**config.mk**
```make
export PLATFORM = sky130hd
export DESIGN_NAME = inst_fetch
export DESIGN_NICKNAME = d
export VERILOG_FILES = /design/src/rtl/inst_fetch.sv
export SDC_FILE = /design/constraint.sdc
export NUM_CORES = 1
export LEC_CHECK = 0
export ABC_AREA = 0
export CORE_AREA = 10 10 180 115
export DETAILED_ROUTE_END_ITERATION = 6
export DIE_AREA = 0 0 190 125
export GPL_TIMING_DRIVEN = 1
export HOLD_SLACK_MARGIN = 0.03
export PLACE_DENSITY = 0.8
export RECOVER_POWER = 100
export SETUP_SLACK_MARGIN = 0.05
export SLEW_MARGIN = 20
export SYNTH_ARGS = -nofsm -noshare
export SYNTH_HDL_FRONTEND = slang
export SYNTH_SLANG_ARGS = --single-unit
```
**constraint.sdc**
```tcl
create_clock -name clk -period 13 [get_ports clk]
set_input_delay 1.3 -clock clk [delete_from_list [all_inputs] [get_ports clk]]
set_output_delay 1.3 -clock clk [all_outputs]
set_load 0.05 [all_outputs]
```
**src/rtl/inst_fetch.sv**
```systemverilog
// Instruction fetch unit: issues one memory request at a time and buffers
// returned {pc, instruction} pairs in a small FIFO toward decode.
module inst_fetch #(
    parameter int unsigned DEPTH = 2
) (
    input  logic        clk,
    input  logic        rst,
    input  logic [31:0] pc,
    input  logic        ce,
    input  logic        flush,
    output logic        if_stall,
    output logic        mem_req,
    output logic [31:0] mem_addr,
    input  logic        mem_gnt,
    input  logic        mem_rvalid,
    input  logic [31:0] mem_rdata,
    output logic        id_valid,
    output logic [31:0] id_pc,
    output logic [31:0] id_inst,
    input  logic        id_ready
);

    localparam int unsigned PW = $clog2(DEPTH);
    localparam int unsigned CW = $clog2(DEPTH + 1);
    localparam logic [CW-1:0] FULL = CW'(DEPTH);

    typedef enum logic [1:0] {IDLE, REQ, WAIT, DRAIN} state_t;

    state_t          state, state_n;
    logic            mem_req_n;
    logic [31:0]     mem_addr_n;
    logic [31:0]     req_pc, req_pc_n;

    logic [31:0]     fifo_pc   [DEPTH];
    logic [31:0]     fifo_inst [DEPTH];
    logic [PW-1:0]   wptr, rptr;
    logic [CW-1:0]   count, count_nxt;
    logic            push, pop;

    function automatic logic [PW-1:0] ptr_inc(input logic [PW-1:0] p);
        return (p == PW'(DEPTH - 1)) ? '0 : p + PW'(1);
    endfunction

    assign id_valid = (count != '0);
    assign id_pc    = fifo_pc[rptr];
    assign id_inst  = fifo_inst[rptr];
    assign push     = (state == WAIT) && mem_rvalid && !flush;
    assign pop      = id_valid && id_ready;
    assign if_stall = (state != IDLE) || (count == FULL) || flush;

    // Occupancy after this cycle's push/pop, used by the back-to-back launch check
    always_comb begin
        count_nxt = count;
        case ({push, pop})
            2'b10:   count_nxt = count + CW'(1);
            2'b01:   count_nxt = count - CW'(1);
            default: count_nxt = count;
        endcase
    end

    // Fetch FSM state and registered memory request
    always_ff @(posedge clk or posedge rst) begin
        if (rst) begin
            state    <= IDLE;
            mem_req  <= 1'b0;
            mem_addr <= '0;
            req_pc   <= '0;
        end else begin
            state    <= state_n;
            mem_req  <= mem_req_n;
            mem_addr <= mem_addr_n;
            req_pc   <= req_pc_n;
        end
    end

    // Next-state and next request values; flush overrides launch
    always_comb begin
        state_n    = state;
        mem_req_n  = mem_req;
        mem_addr_n = mem_addr;
        req_pc_n   = req_pc;
        case (state)
            IDLE: begin
                if (ce && !flush && (count < FULL)) begin
                    state_n    = REQ;
                    mem_req_n  = 1'b1;
                    mem_addr_n = pc;
                    req_pc_n   = pc;
                end
            end
            REQ: begin
                if (flush) begin
                    mem_req_n = 1'b0;
                    state_n   = mem_gnt ? DRAIN : IDLE;
                end else if (mem_gnt) begin
                    mem_req_n = 1'b0;
                    state_n   = WAIT;
                end
            end
            WAIT: begin
                if (flush) begin
                    state_n = mem_rvalid ? IDLE : DRAIN;
                end else if (mem_rvalid) begin
                    if (ce && (count_nxt < FULL)) begin
                        state_n    = REQ;
                        mem_req_n  = 1'b1;
                        mem_addr_n = pc;
                        req_pc_n   = pc;
                    end else begin
                        state_n = IDLE;
                    end
                end
            end
            DRAIN: begin
                // The returning beat closes the abandoned transaction even if
                // another flush coincides with it; otherwise DRAIN would never exit.
                if (mem_rvalid) begin
                    state_n = IDLE;
                end
            end
            default: state_n = IDLE;
        endcase
    end

    // Output FIFO storage, pointers and occupancy; flush empties it
    always_ff @(posedge clk or posedge rst) begin
        if (rst) begin
            wptr  <= '0;
            rptr  <= '0;
            count <= '0;
            for (int unsigned i = 0; i < DEPTH; i++) begin
                fifo_pc[i]   <= '0;
                fifo_inst[i] <= '0;
            end
        end else if (flush) begin
            wptr  <= '0;
            rptr  <= '0;
            count <= '0;
        end else begin
            if (push) begin
                fifo_pc[wptr]   <= req_pc;
                fifo_inst[wptr] <= mem_rdata;
                wptr            <= ptr_inc(wptr);
            end
            if (pop) begin
                rptr <= ptr_inc(rptr);
            end
            count <= count_nxt;
        end
    end

endmodule

```
### Word-level counts from Yosys, hierarchy flattened

Index checks and enable logic that the tools add are counted.

| storage, ports and cells | value |
|---|---|
| output and inout port bits | 99 |
| word-level logic and storage cells | 96 |
| register bits | 167 |

| cells by class | value |
|---|---|
| muxes and demuxes | 40 |
| bitwise operators | 3 |
| add/subtract/negate cells | 4 |
| eq/ne operators | 13 |
| reductions and logical operators | 21 |
| order comparisons | 5 |

Operators with widths:

| kind | number |
|---|---|
| $mux 32 | 11 |
| $bwmux 64 | 2 |
| $pmux 32 s2 | 1 |
| $demux 32 s1 | 1 |
| $mux 2 | 9 |
| $mux 1 | 13 |
| $reduce_bool 2->1 | 5 |
| $eq 2x2->1 const B | 4 |
| $ne 2x2->1 const B | 4 |
| $pmux 2 s4 | 1 |
| $logic_and 1x1->1 | 7 |
| $ne 3x3->1 const B | 2 |
| $reduce_and 6->1 | 1 |
| $reduce_and 5->1 | 1 |
| $eq 2x1->1 const B | 2 |
| $ge 2x2->1 const B | 2 |
| $lt 2x2->1 const B | 2 |
| $not 1->2 | 2 |
| $pmux 2 s2 | 1 |
| $reduce_and 4->1 | 1 |
| $pmux 1 s3 | 1 |
| $reduce_bool 3->1 | 1 |
| $add 1x1->1 const B | 2 |
| $add 2x1->2 const B | 1 |
| 8 further kinds | 9 |

### Logic depth before layout (Yosys ltp)

| depth | value |
|---|---|
| depth after elaboration | 11 |
| mapped depth | 11 |
| depth with buffers taken out | 8 |

### Worst setup path after synthesis

Ideal clock, no wire load.

| path | value |
|---|---|
| kind | input -> register |
| start point | input port flush |
| end point | register req_pc[12] |
| buffers on the path | 3 |
| path slack | 9,638 ps |
| data arrival time | 3,237 ps |
| setup time | 125 ps |
| stages on the path | 8 |
| path through | buf_2 > nor3b_2 > ha_1 > or4b_1 > a311o_1 > buf_6 > buf_12 > mux2_4 |

| on the way | value |
|---|---|
| longest elaborated chain between the ends | 8 |

RTL lines:

| element | line | source |
|---|---|---|
| from (decl) | 10 | `input logic flush,` |
| $logic_not 1->1 | 47, 84 |  |
| $logic_and 1x1->1 | 47 | `assign push = (state == WAIT) && mem_rvalid && !flush;` |
| $eq 2x1->1 / $eq 2x2->1 (equally long branches) | 54 | `case ({push, pop})` |
| $pmux 2 s2 | 54 |  |
| $lt 2x2->1 | 104 | `if (ce && (count_nxt < FULL)) begin` |
| $logic_and 1x1->1 | 104 |  |
| $ne 2x1->1 (no source line) | -- |  |
| $reduce_and 5->1 (no source line) * | -- |  |
| to (signal assigned) | 72 | `req_pc <= req_pc_n;` |
| to (decl) | 32 | `logic [31:0] req_pc, req_pc_n;` |

Mark *: on every way between the ends. The rest lies on a longest branch, timed or not.
A chain may end at the register's enable or synchronous reset.

==> out/summary.txt <==
hold path cells -> 1
Layout Nets -> 708
vias in the first global route -> 5066
RR Endpoint -> fifo_inst[34]
CP max stage delay -> 2660 ps
synth top area cells -> dfrtp_1 57%, mux2_2 30%, mux2_4 6.0%, buf_2 0.96%, buf_12 0.82%
setup bufs post-CTS -> 0
Peak supply drop -> 0.2384 mV
Worst-Skew Late Latency -> 420 ps
Setup crit start kind -> input port
I/O Buffers -> 169
CTS tree -> done
Mapped Nets -> 541
crit path max fanout -> 98
Hold Vio Cnt, Final -> 0
total CTS buffers -> 17
fillers -> 1407
clock period minus worst slack -> 7165 ps
maximum number of pins on one net before global-route repair -> 99
outcome -> finished, violations left
DIE WIDTH -> 190 um
DRC violations left -> 0
unrepaired setup endpoints after global routing -> false
PnR worst setup slack -> 5835 ps
TritonRoute pass-1 iters -> 4
Initial DRC Count -> 215
die height -> 125 um
final antenna-violating net count -> 0
Setup WS pre-CTS -> 8156 ps
r2r setup slk -> 8050 ps
Unique masters post-synth -> 32
share of cells above drive strength 1 -> 0.3230
Diodes inserted -> 0
global routing's busiest layer -> met2
routability cong. -> 0.7747
Root Buffer -> clkbuf_16
WL final -> 17.20 mm
Seq/Total Area, Yosys -> 0.5712
Hold Crit Endpoint -> fifo_pc[48]
Fin Setup TNS -> 0 ps
Hold Slack -> 497.3 ps
Final HPWL DP -> 11.70 mm
Mapped Cells -> 468
crit path cell chain -> dlygate4sd3_1, clkinvlp_2, clkbuf_1
crit end category -> asynchronous set/reset pin
Finish-stage setup viols -> 0
critical path data required time -> 12710 ps
area grow syn2layout -> 31.45%
Synth Warn # -> 0
worst-case reg-to-reg path depth -> 6
cell area after synthesis -> 7316 um^2
initial core utilization -> 0.4170
Top Ports -> 170
Slew headroom -> -1.802
Pwr per Cell Area -> 271.1 nW/um^2
slowest stage cell, crit path -> clkbuf_1
post-DR wirelength/cell -> 19.39 um
post-synthesis register bit count -> 167
global-route congestion overflow total -> 0
max_cap viols -> 5
Core Rows -> 38
met2 usage -> 0.2308
Synth Area per Inst -> 15.63 um^2
GR Util met3 -> 0.05386
failing checks -> max-capacitance violations, max-slew violations
Worst R2R Start -> state[1]
core area -> 17540 um^2
GR Util met1 -> 0.1844
initial antenna violation count -> 0
hold_buf cts -> 0
vias per inst -> 5.077
Final Power -> 2608 uW
Tot GR Track Use -> 0.1464
DR vias -> 4503
CP Class -> input port to asynchronous set/reset pin
worst path arrival time -> 6870 ps
Least-Margin Pin Slew -> 4181 ps
Die Area -> 23750 um^2
final period utilization -> 0.5511
max frequency -> 0.1396 GHz
clk slew on worst S/H paths -> 70 ps
startpoint of the worst hold path -> fifo_pc[48]
Max Buffers Root-to-Sink -> 2
global-route wire length before repair -> 27.91 mm
Lkg Pwr -> 0.004303 uW
post_cts resized -> 0
clock skew -> 9.308 ps
worst hold path class -> register to register
Slew Limit Fails -> 366
CTS Sinks -> 167
H-tree lvl count -> 4
Synth top area share -> 0.5712
top cell type by total area after synthesis -> dfrtp_1
==> per-stage QoR <==
stage	instances	instance area (um^2)	util
floorplan	468	7316	-
global placement	855	9169	0.5226
detailed placement	855	9169	0.5226
CTS	886	9743	0.5553
global route	887	9617	0.5481
finish	887	9617	0.5481
==> cell type report <==
| class | instances | area (um^2) | share of cell area |
|---|---|---|---|
| Multi-Input combinational cell | 267 | 2820 | 0.2933 |
| Tap cell | 240 | 300.3 | 0.03123 |
| Timing Repair Buffer | 174 | 1710 | 0.1779 |
| Clock inverter | 10 | 123.9 | 0.01288 |
| Clock buffer | 21 | 450.4 | 0.04684 |
| Sequential cell | 167 | 4180 | 0.4347 |
| Inverter | 8 | 31.28 | 0.003253 |
==> flip-flops by register name, summed over array words and instances, names as in the netlist <==
signal and flops:
count 2, fifo_inst 64, fifo_pc 64, mem_req 1, req_pc 32, rptr 1
state 2, wptr 1
==> cells in the final DEF, fill, tap and decap left out, types with 2 or more instances in the layout <==
cell and instances:
dlygate4sd3_1 85, mux2_1 48, nor2_1 10, nor2b_1 2
a21oi_1 3, nor3b_1 2, clkinvlp_4 2, nand2_1 3
inv_1 7, mux2_2 175, xor2_1 4, clkdlybuf4s50_1 84
clkbuf_16 17, clkinv_4 4, ha_1 2, clkbuf_1 8
mux2i_1 2, bufinv_16 2, dfrtp_1 166
==> cells in the mapped netlist <==
cell / count
a311o_1: 1
inv_1: 8
mux2_1: 3
ha_1: 2
buf_2: 14
o2bb2ai_1: 1
nand4b_1: 1
nor3_1: 1
buf_6: 2
mux2_4: 29
dfrtp_1: 167
mux2_2: 192
nor3b_2: 1
a221o_1: 1
nor2_1: 10
nor2b_1: 2
nor2_4: 1
clkbuf_1: 7
o22ai_1: 1
nand2_1: 4
or4b_1: 1
nand2b_1: 1
or2_2: 1
mux2i_1: 2
nor4bb_1: 1
buf_12: 3
xor2_1: 4
xnor2_1: 1
o21ai_0: 1
o32a_1: 1
a21oi_1: 3
nor3b_1: 1
==> cell families after synthesis <==
group	count (synthesis)	share of synthesized area
multiplexers	226	0.3624
AO/OA/AOI/OAI	9	0.008893
XOR/XNOR	5	0.005986
flip-flops	167	0.5712
AND/OR/NAND/NOR	25	0.01950
adder cells (fa/ha/maj)	2	0.003420
buffers and inverters	34	0.02856
==> critical path, delay by kind of cell <==
kind / cells / cell delay (ps)
buffers and inverters: 3 / 5540
==> how the worst max path moves through the flow <==
stage | from | end | slack (ps)
after floorplan | rst | count[0] | 7180
after global placement | flush | req_pc[1] | 8440
after detailed placement | flush | req_pc[2] | 8160
after CTS | flush | req_pc[2] | 8610
after global routing | rst | req_pc[14] | 4470
final | rst | fifo_inst[60] | 5840
==> power by group <==
group | switching [uW] | internal, uW | total [uW]
Combinational | 768 | 465 | 1230
Clock | 204 | 288 | 492
Sequential | 141 | 742 | 883
==> layer usage <==
layer | vias up | part of all wire
li1 | 2005 | -
met2 | 141 | 0.47
met3 | 23 | 0.076
met1 | 2334 | 0.45
met5 | - | 0
met4 | 0 | 0.012
(Power assumes the default switching activity.)
